--- src/rtl/cpu_pkg.sv ---
// Shared types for the simple RISC CPU controller: ISA opcodes, sequencer phases
// and the control strobe bundle.
package cpu_pkg;

  typedef enum logic [2:0] {
    OpHlt = 3'd0,
    OpSkz = 3'd1,
    OpAdd = 3'd2,
    OpAnd = 3'd3,
    OpXor = 3'd4,
    OpLda = 3'd5,
    OpSto = 3'd6,
    OpJmp = 3'd7
  } opcode_t;

  typedef enum logic [3:0] {
    PhInstAddr  = 4'd0,
    PhInstFetch = 4'd1,
    PhInstLoad  = 4'd2,
    PhIdle      = 4'd3,
    PhOpAddr    = 4'd4,
    PhOpFetch   = 4'd5,
    PhAluOp     = 4'd6,
    PhStore     = 4'd7,
    PhHalted    = 4'd8
  } phase_t;

  typedef struct packed {
    logic sel;
    logic rd;
    logic wr;
    logic ld_ir;
    logic ld_ac;
    logic inc_pc;
    logic ld_pc;
    logic data_e;
    logic halt;
  } ctrl_t;

  // Instructions that read an operand from memory into the accumulator path.
  function automatic logic is_aluop(opcode_t op);
    return (op == OpAdd) || (op == OpAnd) || (op == OpXor) || (op == OpLda);
  endfunction

endpackage

--- src/rtl/cpu_ctrl_decode.sv ---
// Combinational strobe decode from (phase, opcode, zero); reset gating is applied
// by the caller.
module cpu_ctrl_decode
  import cpu_pkg::*;
(
  input  phase_t  i_phase,
  input  opcode_t i_opcode,
  input  logic    i_zero,
  output ctrl_t   o_ctrl
);

  logic w_aluop;
  logic w_jmp;
  logic w_sto;

  assign w_aluop = is_aluop(i_opcode);
  assign w_jmp   = (i_opcode == OpJmp);
  assign w_sto   = (i_opcode == OpSto);

  always_comb begin
    o_ctrl = '0;
    unique case (i_phase)
      PhInstAddr: begin
        o_ctrl.sel = 1'b1;
      end
      PhInstFetch: begin
        o_ctrl.sel = 1'b1;
        o_ctrl.rd  = 1'b1;
      end
      PhInstLoad, PhIdle: begin
        o_ctrl.sel   = 1'b1;
        o_ctrl.rd    = 1'b1;
        o_ctrl.ld_ir = 1'b1;
      end
      PhOpAddr: begin
        o_ctrl.inc_pc = (i_opcode != OpHlt);
        o_ctrl.halt   = (i_opcode == OpHlt);
      end
      PhOpFetch: begin
        o_ctrl.rd = w_aluop;
      end
      PhAluOp: begin
        o_ctrl.rd     = w_aluop;
        o_ctrl.inc_pc = (i_opcode == OpSkz) && i_zero;
        o_ctrl.ld_pc  = w_jmp;
        o_ctrl.data_e = w_sto;
      end
      PhStore: begin
        // JMP raises both PC strobes here; the PC gives load priority.
        o_ctrl.rd     = w_aluop;
        o_ctrl.inc_pc = w_jmp;
        o_ctrl.ld_pc  = w_jmp;
        o_ctrl.ld_ac  = w_aluop;
        o_ctrl.wr     = w_sto;
        o_ctrl.data_e = w_sto;
      end
      PhHalted: begin
        o_ctrl.halt = 1'b1;
      end
      default: begin
        o_ctrl = '0;
      end
    endcase
  end

endmodule

--- src/rtl/cpu_controller.sv ---
// Central sequencer: steps the 8-phase instruction cycle, parks in HALTED on HLT,
// and drives the PC, memory, IR, accumulator and bus strobes.
module cpu_controller
  import cpu_pkg::*;
(
  input  logic       i_clk,
  input  logic       i_rst,
  input  logic [2:0] i_opcode,
  input  logic       i_zero,
  output logic       o_sel,
  output logic       o_rd,
  output logic       o_wr,
  output logic       o_ld_ir,
  output logic       o_ld_ac,
  output logic       o_inc_pc,
  output logic       o_ld_pc,
  output logic       o_data_e,
  output logic       o_halt
);

  phase_t  r_phase;
  phase_t  w_phase_next;
  opcode_t w_opcode;
  ctrl_t   w_ctrl;
  ctrl_t   w_ctrl_out;

  assign w_opcode = opcode_t'(i_opcode);

  always_comb begin
    w_phase_next = r_phase;
    case (r_phase)
      PhOpAddr: w_phase_next = (w_opcode == OpHlt) ? PhHalted : PhOpFetch;
      PhStore:  w_phase_next = PhInstAddr;
      PhHalted: w_phase_next = PhHalted;
      default:  w_phase_next = phase_t'(r_phase + 4'd1);
    endcase
  end

  always_ff @(posedge i_clk) begin
    if (i_rst) begin
      r_phase <= PhInstAddr;
    end else begin
      r_phase <= w_phase_next;
    end
  end

  cpu_ctrl_decode u_decode (
    .i_phase  (r_phase),
    .i_opcode (w_opcode),
    .i_zero   (i_zero),
    .o_ctrl   (w_ctrl)
  );

  // Reset masks strobes in the same cycle, whatever phase is registered.
  assign w_ctrl_out = i_rst ? '0 : w_ctrl;

  assign o_sel    = w_ctrl_out.sel;
  assign o_rd     = w_ctrl_out.rd;
  assign o_wr     = w_ctrl_out.wr;
  assign o_ld_ir  = w_ctrl_out.ld_ir;
  assign o_ld_ac  = w_ctrl_out.ld_ac;
  assign o_inc_pc = w_ctrl_out.inc_pc;
  assign o_ld_pc  = w_ctrl_out.ld_pc;
  assign o_data_e = w_ctrl_out.data_e;
  assign o_halt   = w_ctrl_out.halt;

endmodule
--- config.mk ---
export PLATFORM = sky130hd
export DESIGN_NAME = cpu_controller
export DESIGN_NICKNAME = d
export VERILOG_FILES = /design/src/rtl/cpu_pkg.sv /design/src/rtl/cpu_ctrl_decode.sv /design/src/rtl/cpu_controller.sv
export SDC_FILE = /design/constraint.sdc
export NUM_CORES = 1
export LEC_CHECK = 0
export ABC_CLOCK_PERIOD_IN_PS = 3750
export BUFFER_PORTS_ARGS = -buffer_cell sky130_fd_sc_hd__buf_4
export CORE_AREA = 2 2 39 41
export DETAILED_ROUTE_END_ITERATION = 6
export DIE_AREA = 0 0 41 43
export PLACE_DENSITY = 0.55
export SLEW_MARGIN = 15
export SYNTH_ARGS = -nofsm -noshare
export SYNTH_HDL_FRONTEND = slang
export SYNTH_HIERARCHICAL = 1
export SYNTH_SLANG_ARGS = --single-unit
--- constraint.sdc ---
create_clock -name i_clk -period 3.75 [get_ports i_clk]
set_input_delay 0.9375 -clock i_clk [delete_from_list [all_inputs] [get_ports i_clk]]
set_output_delay 0.9375 -clock i_clk [all_outputs]
set_load 0.1 [all_outputs]
==> impl_metrics.env <==
export IMPL_outcome="finished clean"
export IMPL_final_antenna_net_count=0
export IMPL_r2r_start="r_phase[0]"
export IMPL_synth_seq_cells=4
export IMPL_io_buffers=14
export IMPL_cp_start_kind="primary input"
export IMPL_worstPathCellList="buf_4 -> nor3_1 -> nand3b_1 -> a21boi_1 -> nor2b_1 -> buf_4"
export IMPL_grt_pass1_vias=387
export IMPL_finalSetupViolations=0
export IMPL_r2r_slack_ps=2350
export IMPL_crit_path_max_fanout=5
export IMPL_synth_largest_area_cell="dfxtp_1"
export IMPL_tightest_slew_ps=443.0
export IMPL_multiInputGateArea_um2=341.6
export IMPL_cp_slowest_cell="buf_4"
export IMPL_finalNetCount=84
export IMPL_via_per_inst=5.189
export IMPL_antenna_found_initial=0
export IMPL_critPathMaxStageDelay_ps=290
export IMPL_whs_path_depth=2
export IMPL_crit_end="o_halt"
export IMPL_crit_top_cell="buf_4"
export IMPL_period_share_pct=77.85
export IMPL_grt_max_degree=16
export IMPL_largest_register="r_phase"
export IMPL_dpl_hpwl_um=737.2
export IMPL_rsz0062_at_grt="no"
export IMPL_yosysTopAreaCellShare_pct=18.13
export IMPL_fp_dieArea_mm2=0.001763
export IMPL_syn_area_um2=441.7
export IMPL_syn2layout_area_growth_pct=32.29
export IMPL_synth_distinct_cells=28
export IMPL_power_density_mw_per_mm2=454.5
export IMPL_syn_num_nets=66
export IMPL_cts_buffers=3
export IMPL_dr_pass1_iters=4
export IMPL_antennaDiodeCount=0
export IMPL_route_detailed_drc=0
export IMPL_hold_viol=0
export IMPL_endpoint_kind="output pin"
export IMPL_layout_drive_gt1_share_pct=25.68
export IMPL_placeableCoreArea_mm2=0.001384
export IMPL_clk_latency_ps=230
export IMPL_synthTopCellsByArea="dfxtp_1 (18%), nor2b_1 (14%), ha_1 (5.7%)"
export IMPL_dp_cells=87
export IMPL_boundaryPins=15
export IMPL_async_reset_ff_share_pct=0
export IMPL_seqCellArea_um2=80.08
export IMPL_maxCapViolCount=0
export IMPL_synth_yosys_seq_area_share_pct=18.13
export IMPL_max_vdd_ir_drop_v=0.0002522
export IMPL_grt_ovfl_total=0
export IMPL_die_h_um=43
export IMPL_cts_buffer_depth=2
export IMPL_synthCells=58
export IMPL_arrival_ps=1980
export IMPL_ys_dominant_reg_cell="dfxtp_1"
export IMPL_initial_core_util_pct=31.92
export IMPL_via_count=467
export IMPL_cts_sinks=4
export IMPL_grt_first_pass_wirelength_um=1607
export IMPL_synth_common_cells="nor2b_1 (10), dfxtp_1 (4), inv_1 (4), nor2_1 (4)"
export IMPL_largest_register_ff_count=4
export IMPL_die_width_um=41
export IMPL_synth_edf_count=0
export IMPL_cts_reportedPaths_clkPinSlew_ps=40
export IMPL_drt_iter0_markers=9
export IMPL_fin_cells=90
export IMPL_yosys_warnings=6
export IMPL_fin_tns_setup_ps=0
export IMPL_rows=14
export IMPL_fin_skew_ps=0.4017
export IMPL_cts_hold_buf=0
export IMPL_reg_top3="r_phase x4"
export IMPL_period_needed_ps=2919
export IMPL_cp_startpoint="i_opcode[0]"
export IMPL_p_leak_nw=0.2584
export IMPL_wirelength_um=1069
export IMPL_avgSynthCellArea_um2=7.615
export IMPL_cp_required_ps=2810
export IMPL_slew_headroom_pct=70.42
export IMPL_htree_num_levels=1
export IMPL_post_cts_buffers=0
export IMPL_cts_root_buf="clkbuf_4"
export IMPL_routedWlPerCell_um=11.88
export IMPL_final_fill_count=141
export IMPL_synth_most_common_cell="nor2b_1"
export IMPL_drv_slew=0
export IMPL_gp_congestion=0.7389
export IMPL_cts_resized=0
export IMPL_max_freq_mhz=342.5
export IMPL_cts_tree="done"
export IMPL_reg2reg_depth=5
export IMPL_grtUsageTotal_pct=13.14
export IMPL_min_path_type="reg2reg"
export IMPL_critical_path_class="in2out"
export IMPL_r2r_end="r_phase[0]"
critical path, delay by kind of cell:
kind,cells,cell delay [ps]
AND/OR/NAND/NOR,3,480
buffers and inverters,2,420
AO/OA/AOI/OAI,1,130
how the worst min path moves through the flow:
| stage | end | start |
|---|---|---|
| detailed placement | r_phase[0] | r_phase[2] |
| global route | r_phase[3] | r_phase[2] |
| CTS | r_phase[0] | r_phase[2] |
| finish | r_phase[0] | r_phase[2] |
| global placement | r_phase[0] | r_phase[2] |
| floorplan | r_phase[0] | r_phase[2] |
metal layers:
layer | share of wire, % | vias up | track usage [%]
li1 | - | 241 | -
met1 | 45 | 204 | 16.03
met2 | 47 | 22 | 20.63
met3 | 7.9 | 0 | 4.712
met4 | 0 | 0 | 4.000
met5 | 0 | - | 0
where the power goes:
part / internal (W) / switching [W] / leakage (nW)
sequential: 0.0000513 / 0.0000235 / 0.0329
clock: 0.0000358 / 0.0000175 / 0.0138
combinational: 0.0000474 / 0.0000901 / 0.212
cells by family (layout without fill, tap and decap cells):
logic type	Yosys count	in the layout	synth area share (%)
simple gates	35	35	50.71
compound gates	10	10	16.71
buf+inv	5	21	4.530
flops	4	4	18.13
fa+ha+maj	2	2	5.665
xor+xnor	1	1	1.983
mux	1	1	2.266
placed cells by master, fill, tap and decap left out, types with 2 or more instances in the layout:
cell,Yosys,final
clkbuf_4,0,3
buf_4,0,14
nor3_1,3,3
inv_1,4,4
nand2_1,2,2
nor2b_1,10,10
ha_1,2,2
dfxtp_1,4,4
nand2b_1,3,3
nand3_1,3,3
o31ai_1,2,2
a211oi_1,2,2
nor2_1,4,4
nor3b_1,3,3
through the flow:
stage	cell area (um^2)	hold slack, ps	utilization (%)	power (W)	worst slack, ps
after global placement	561.8	706.7	40.60	0.0002128	828.9
after global routing	584.3	742.0	42.22	0.0002838	723.7
final	584.3	723.0	42.22	0.0002656	830.6
after CTS	584.3	717.3	42.22	0.0002681	809.7
after detailed placement	561.8	710.2	40.60	0.0002133	811.3
after floorplan	441.7	614.1	-	0.0001794	86.72
cell type report:
cell class | instances | share of cell area (%)
clock buffer | 3 | 3.854
tap | 16 | 3.426
sequential | 4 | 13.70
inverter | 4 | 2.570
multi-input combinational | 49 | 58.46
timing repair buffer | 14 | 17.99
(Power assumes the default switching activity.)
